`src/rtl/edge_arb_pkg.sv`:
```
// Shared types and helpers for the edge event arbiter.
// Holds the state encodings of the edge cell and the scheduler, plus the
// round-robin search used to pick the next pending channel.
package edge_arb_pkg;

  // Per-channel rising-edge detector states.
  typedef enum logic [1:0] {
    CELL_ZERO = 2'b00,
    CELL_EDGE = 2'b01,
    CELL_ONE  = 2'b10
  } cell_state_t;

  // Scheduler states: nothing offered, or one event offered downstream.
  typedef enum logic {
    SCH_IDLE  = 1'b0,
    SCH_OFFER = 1'b1
  } sched_state_t;

  // Largest channel count the helpers below are sized for.
  localparam int MAX_CH    = 16;
  localparam int MAX_IDX_W = 4;

  // Round-robin search. Looks for the first set bit of req starting at ptr
  // and wrapping at n. Result is {found, index}; index is 0 when nothing is
  // found. Only the low n bits of req are considered.
  function automatic logic [MAX_IDX_W:0] rr_pick(
    input logic [MAX_CH-1:0]    req,
    input logic [MAX_IDX_W-1:0] ptr,
    input int                   n
  );
    logic [MAX_IDX_W:0] res;
    int                 idx;
    res = '0;
    for (int k = 0; k < MAX_CH; k++) begin
      idx = int'(ptr) + k;
      if (idx >= n) idx = idx - n;
      if ((k < n) && !res[MAX_IDX_W] && req[idx[MAX_IDX_W-1:0]]) begin
        res = {1'b1, idx[MAX_IDX_W-1:0]};
      end
    end
    return res;
  endfunction

  // Index following idx, wrapping to 0 after n-1.
  function automatic logic [MAX_IDX_W-1:0] rr_inc(
    input logic [MAX_IDX_W-1:0] idx,
    input int                   n
  );
    if (int'(idx) + 1 >= n) return '0;
    return idx + 1'b1;
  endfunction

endpackage

```
`src/rtl/edge_event_arbiter_cell.sv`:
```
// One channel's Moore rising-edge detector.
// tick is high for exactly the one cycle spent in CELL_EDGE, so a level that
// is already high when reset releases still yields a single tick.
module edge_tick_cell
  import edge_arb_pkg::*;
(
  input  logic clk,
  input  logic reset,
  input  logic level,
  output logic tick
);

  cell_state_t state;
  cell_state_t state_next;

  // State register with synchronous reset to CELL_ZERO.
  always_ff @(posedge clk) begin
    if (reset) state <= CELL_ZERO;
    else       state <= state_next;
  end

  // Next-state logic and Moore tick output.
  always_comb begin
    state_next = state;
    tick       = 1'b0;
    case (state)
      CELL_ZERO: begin
        if (level) state_next = CELL_EDGE;
      end
      CELL_EDGE: begin
        tick       = 1'b1;
        state_next = level ? CELL_ONE : CELL_ZERO;
      end
      CELL_ONE: begin
        if (!level) state_next = CELL_ZERO;
      end
      default: begin
        state_next = CELL_ZERO;
      end
    endcase
  end

endmodule

```
`src/rtl/edge_event_arbiter.sv`:
```
// Edge event arbiter: captures rising edges of N_CH level inputs into pending
// flags and hands them one at a time to a consumer in round-robin order.
//
// Handshake: ev_valid/ev_ch form a registered offer. Once ev_valid is high,
// ev_ch stays stable until the cycle in which ev_ready is also high; that
// clock edge is the transfer. ev_ready is ignored while ev_valid is low.
// After a transfer the next pending channel (if any) is offered on the very
// next cycle without ev_valid dropping.
module edge_event_arbiter
  import edge_arb_pkg::*;
#(
  parameter int N_CH  = 4,
  parameter int IDX_W = 2
)
(
  input  logic             clk,
  input  logic             reset,
  input  logic [N_CH-1:0]  level,
  input  logic             en,
  output logic             ev_valid,
  input  logic             ev_ready,
  output logic [IDX_W-1:0] ev_ch,
  output logic [N_CH-1:0]  ev_pending,
  output logic [N_CH-1:0]  overflow,
  input  logic             clr_overflow
);

  if ((N_CH < 2) || (N_CH > MAX_CH) || (IDX_W != $clog2(N_CH))) begin : g_param_check
    $error("edge_event_arbiter: N_CH must be 2..16 and IDX_W must equal clog2(N_CH)");
  end

  logic [N_CH-1:0]    tick;
  logic [N_CH-1:0]    capture;
  logic [N_CH-1:0]    acc_vec;
  logic [N_CH-1:0]    remaining;
  logic               accept;
  logic [IDX_W-1:0]   ptr;
  logic [IDX_W-1:0]   ptr_next;
  logic [IDX_W-1:0]   ev_ch_next;
  logic [MAX_IDX_W:0] pick_idle;
  logic [MAX_IDX_W:0] pick_after;
  sched_state_t       sched_state;
  sched_state_t       sched_state_next;

  // One edge detector per channel.
  for (genvar i = 0; i < N_CH; i++) begin : g_cell
    edge_tick_cell u_cell (
      .clk   (clk),
      .reset (reset),
      .level (level[i]),
      .tick  (tick[i])
    );
  end

  assign ev_valid = (sched_state == SCH_OFFER);
  assign accept   = ev_valid && ev_ready;

  // Ticks recorded this edge, and the one-hot of the channel being accepted.
  always_comb begin
    capture = en ? tick : '0;
    acc_vec = '0;
    if (accept) acc_vec[ev_ch] = 1'b1;
    remaining = ev_pending & ~acc_vec;
  end

  // Pending and sticky overflow flags; a new tick beats an accept or a clear.
  always_ff @(posedge clk) begin
    if (reset) begin
      ev_pending <= '0;
      overflow   <= '0;
    end else begin
      ev_pending <= remaining | capture;
      if (clr_overflow) overflow <= capture & remaining;
      else              overflow <= overflow | (capture & remaining);
    end
  end

  // Scheduler registers: state, offered channel and round-robin pointer.
  always_ff @(posedge clk) begin
    if (reset) begin
      sched_state <= SCH_IDLE;
      ev_ch       <= '0;
      ptr         <= '0;
    end else begin
      sched_state <= sched_state_next;
      ev_ch       <= ev_ch_next;
      ptr         <= ptr_next;
    end
  end

  // Scheduler next-state: pick from ptr when idle, re-pick after each accept.
  always_comb begin
    sched_state_next = sched_state;
    ev_ch_next       = ev_ch;
    ptr_next         = ptr;
    pick_idle        = rr_pick(MAX_CH'(ev_pending), MAX_IDX_W'(ptr), N_CH);
    pick_after       = rr_pick(MAX_CH'(remaining),
                               rr_inc(MAX_IDX_W'(ev_ch), N_CH), N_CH);
    case (sched_state)
      SCH_IDLE: begin
        if (pick_idle[MAX_IDX_W]) begin
          ev_ch_next       = IDX_W'(pick_idle[MAX_IDX_W-1:0]);
          sched_state_next = SCH_OFFER;
        end
      end
      SCH_OFFER: begin
        if (ev_ready) begin
          ptr_next = IDX_W'(rr_inc(MAX_IDX_W'(ev_ch), N_CH));
          if (pick_after[MAX_IDX_W]) begin
            ev_ch_next = IDX_W'(pick_after[MAX_IDX_W-1:0]);
          end else begin
            sched_state_next = SCH_IDLE;
          end
        end
      end
      default: begin
        sched_state_next = SCH_IDLE;
      end
    endcase
  end

endmodule

```
`config.mk`:
```
export PLATFORM = sky130hd
export DESIGN_NAME = edge_event_arbiter
export DESIGN_NICKNAME = d
export VERILOG_FILES = /design/src/rtl/edge_arb_pkg.sv /design/src/rtl/edge_event_arbiter_cell.sv /design/src/rtl/edge_event_arbiter.sv
export SDC_FILE = /design/constraint.sdc
export NUM_CORES = 1
export LEC_CHECK = 0
export ABC_AREA = 1
export CORE_MARGIN = 2
export CORE_UTILIZATION = 49
export DETAILED_ROUTE_END_ITERATION = 8
export GPL_TIMING_DRIVEN = 0
export HOLD_SLACK_MARGIN = 0.02
export PLACE_DENSITY = 0.75
export SETUP_SLACK_MARGIN = 0.02
export SYNTH_ARGS = -nofsm -noshare
export SYNTH_HDL_FRONTEND = slang
export SYNTH_SLANG_ARGS = --single-unit
export TNS_END_PERCENT = 1
```
`constraint.sdc`:
```
create_clock -name clk -period 1.8 [get_ports clk]
set_input_delay 0.27 -clock clk [delete_from_list [all_inputs] [get_ports clk]]
set_output_delay 0.27 -clock clk [all_outputs]
set_load 0.05 [all_outputs]
```
==> results of run 1 <==
[sequential cells by signal (all words and copies together), names as in the netlist]
signal	flops
ev_ch	2
ptr	2
overflow	4
g_cell.u_cell.state	8
ev_valid	1
ev_pending	4
[worst reg2reg max path, cell delays in order, from the launching register on]
cell,delay (ps)
dfxtp_4,440
inv_6,60
ha_4,330
buf_6,130
buf_4,120
o21ai_4,70
nand3b_2,210
nor2_2,110
nand2_1,60
nand2_1,60
nand2_1,60
a21oi_2,110
[per-stage QoR]
| step | worst slack [ps] | power (mW) |
|---|---|---|
| final | -26.77 | 2.823 |
| after global routing | -132.0 | 3.051 |
| after CTS | -90.01 | 2.486 |
| after detailed placement | -297.9 | 2.181 |
| after global placement | -275.8 | 2.168 |
| after floorplan | -31.18 | 1.889 |
[synthesized netlist by cell type, types with 2 or more instances]
master	count
a21oi_1	11
a21oi_2	2
clkbuf_1	2
clkinv_1	2
dfxtp_1	21
ha_1	9
inv_1	21
inv_2	5
nand2_1	48
nand2_2	13
nand2_4	2
nand3_1	18
nand3_2	9
nand3b_1	4
nor2_1	21
nor2_2	2
nor2_4	4
nor3_1	7
o21ai_0	3
o21ai_1	2
o21ai_2	3
[power groups by stage]
stage	Sequential (mW)	Combinational, mW	Clock (mW)
finish	0.601	2.00	0.224
global route	0.610	2.18	0.259
CTS	0.614	1.64	0.234
detailed placement	0.619	1.56	0
global placement	0.619	1.55	0
floorplan	0.709	1.18	0
[placed cells by master (no fill, tap or decap), drive strengths merged]
master	n
ha	9
dfxtp	21
a21oi	13
clkinv	2
o21ai	8
nor3	7
or2	2
nand4	1
buf	14
nand2	63
nand3	28
a2bb2oi	1
inv	27
clkbuf	6
xnor2	1
nand3b	5
clkdlybuf4s50	9
dlymetal6s2s	5
a211oi	1
nor2	27
dlygate4sd2	5
[per-layer routing]
metal / up-vias / wire, um / global-route usage [%]
met5: - / 0 / 0
met4: 0 / 16 / 3.175
met3: 2 / 150 / 4.329
met2: 34 / 1715 / 32.14
met1: 661 / 1597 / 25.03
li1: 771 / - / -
[cell type report]
cell class	count	area, um2	share of cell area [%]
sequential	21	435.4	21.45
clock inverter	1	5.005	0.2466
clock buffer	3	22.52	1.110
buffer	3	21.27	1.048
inverter	28	112.6	5.549
multi-input combinational	166	1082	53.33
tap	33	41.29	2.035
timing repair buffer	33	309.0	15.23
[final timing paths]
check	start	to	slack (ps)	cells past startpoint
setup reg to reg	ev_ch[0]$_SDFFE_PP0P_	ev_ch[1]$_SDFFE_PP0P_	-30	11
setup / recovery	ev_ch[0]$_SDFFE_PP0P_	ev_ch[1]$_SDFFE_PP0P_	-30	11
hold / removal	reset	ptr[0]$_SDFFE_PP0P_	380	2
hold reg to reg	g_cell[0].u_cell.state[1]$_SDFFE_PP0P_	g_cell[0].u_cell.state[0]$_SDFFE_PP0P_	470	1
[cells by family after synthesis]
group	synth area share (%)
and+or+nand+nor	46.53
buffers and inverters	8.980
AOI/OAI and AO/OA	9.143
DFF	27.43
adders and majority gates	7.347
xor gates and xnor gates	0.5715
[repair_timing]
action	4_1_cts	5_1_grt
cloned	0	0
buffers inserted	0	15
setup endpoints to repair	8	7
gates resized for setup	13	26
endpoints found under the hold margin	0	0
pin swaps	1	10
==> results by group, run 1 <==
STA
  • Final setup margin: -26.77 ps
  • Total negative slack: -52.39 ps
  • Fmax: 0.5474 GHz
  • Min Hold Slack: 379.6 ps
  • Finish-stage setup viols: 2
  • Period minus WS final: 1827 ps
  • Final worst-path cycle share: 101.5%
  • Final hold violation count: 0
  • Max Slew Vio Count: 0
  • Slew margin rel.: 66.62%
  • Worst Clk Skew: 3.580 ps
  • RSZ-0062 raised after global routing: true
  • Worst-Margin Slew: 499.9 ps

Die
  • Top Ports: 20
  • Die area: 3592 um2
  • Die width: 59.93 um
  • Die Y: 59.93 um
  • Area of the core: 3003 um2
  • Initial Utilization: 51.04%
  • Row Count: 20

Cells and area
  • Finished Layout Cells: 288
  • Fin area: 2029 um2
  • Number of nets in the layout: 274
  • Final Util: 67.58%
  • Share of layout cells above drive strength 1: 31.37%
  • Antenna cell count: 0
  • P&R area growth vs syn: 32.41%
  • Filler instances: 274

Pwr
  • Clock power frac: 7.9%
  • Reg power frac: 21.3%
  • Psw: 1.387 mW
  • Static leakage: 0.9777 nW
  • Peak VDD IR: 755.8 uV
  • PD cells: 1391 nW/um2
  • Sw Share: 49.14%
  • Comb power frac: 70.8%
  • Int Pwr: 1.436 mW

Route
  • Final ANT Viol Nets: 0
  • DRC: 0
  • Routed vias: 1468
  • Routed len/inst: 12.08 um
  • Drt pass-1 iters: 4
  • Routed wire length: 3478 um
  • Initial DRC Count: 55
  • Vias per cell: 5.097

Critical path
  • Bufs and invs on worst path: 3
  • CP cell instances: inv_6 > ha_4 > buf_6 > buf_4 > o21ai_4 > nand3b_2 > nor2_2 > nand2_1 > nand2_1 > nand2_1 > a21oi_2
  • Setup crit start kind: flop
  • Req. time, crit path: 2040 ps
  • Critical Path AT: 2070 ps
  • CP Capture Type: flop
  • Crit path max-delay family: simple AND/OR/NAND/NOR gates
  • Max incr delay on CP: 440 ps
  • Critical Path Slowest Stage Cell: dfxtp_4
  • CP most frequent cell: nand2_1
  • CP Class: flop to flop
  • Critical path peak fanout: 6

Synthesis
  • Post-synth EDFFs: 0
  • Netlist cell types: 31
  • Seq/Total Area, Yosys: 27.43%
  • Synth top area share: 27.43%
  • Async SR Flop Fraction: 0%
  • Number of synthesized register bits: 21
  • Netlist Area Pre-Place: 1533 um2
  • Main synth FF type: dfxtp_1
  • Mapped Cells: 219
  • Area contributors post-synth: dfxtp_1, nand2_1, ha_1
  • Syn nets: 237
  • Yosys top cell by area: dfxtp_1
  • Synth warn: 0
  • Syn Area/Cell: 6.999 um2

GRT
  • First-pass GRT wire length: 5202 um
  • Vias in the first global route: 1170
  • Total grt overflow: 0
  • GRT Overall Usage: 19.04%
  • Largest net degree at the start of global routing: 13
  • Antenna violations before repair: 0

Clock tree
  • CTS Buf Count: 3
  • CTS Buffer Depth: 2
  • Clk pin slew, worst setup/hold paths: 120 ps
  • Hold_buf cts: 0
  • Clock Latency Late Sink: 300 ps
  • H-tree Lvls: 1
  • Clk Tree Root Cell: clkbuf_4
  • TritonCTS clock tree: yes
  • CTS Sinks: 21

Placed design
  • Inst Count DP: 270
  • DP Area: 1778 um2
  • Routability cong.: 0.8868
  • Number of I/O port buffers: 18
  • Post-detail-place hpwl: 2464 um

Job
  • Max_cap viols: 0

Hold path
  • Kind of path behind the tightest hold check: input port to flop

Run status
  • Outcome: finished with violations
  • Failing checks: setup timing
Note: power is estimated with default switching activity, not from simulation.
==> inputs of run 2 (changes only) <==
--- a/config.mk
+++ b/config.mk
@@ -13,6 +13,7 @@
 export HOLD_SLACK_MARGIN = 0.02
 export PLACE_DENSITY = 0.75
 export SETUP_SLACK_MARGIN = 0.02
+export SLEW_MARGIN = 10
 export SYNTH_ARGS = -nofsm -noshare
 export SYNTH_HDL_FRONTEND = slang
 export SYNTH_SLANG_ARGS = --single-unit
==> results of run 2 <==
Same layout as run 1: the final DEF is identical, and so are final timing and power.
==> inputs of run 3 (changes only) <==
--- a/config.mk
+++ b/config.mk
@@ -6,6 +6,7 @@
 export NUM_CORES = 1
 export LEC_CHECK = 0
 export ABC_AREA = 1
+export ABC_CLOCK_PERIOD_IN_PS = 1800
 export CORE_MARGIN = 2
 export CORE_UTILIZATION = 49
 export DETAILED_ROUTE_END_ITERATION = 8
==> results of run 3 <==
Same layout as run 1: the final DEF is identical, and so are final timing and power.
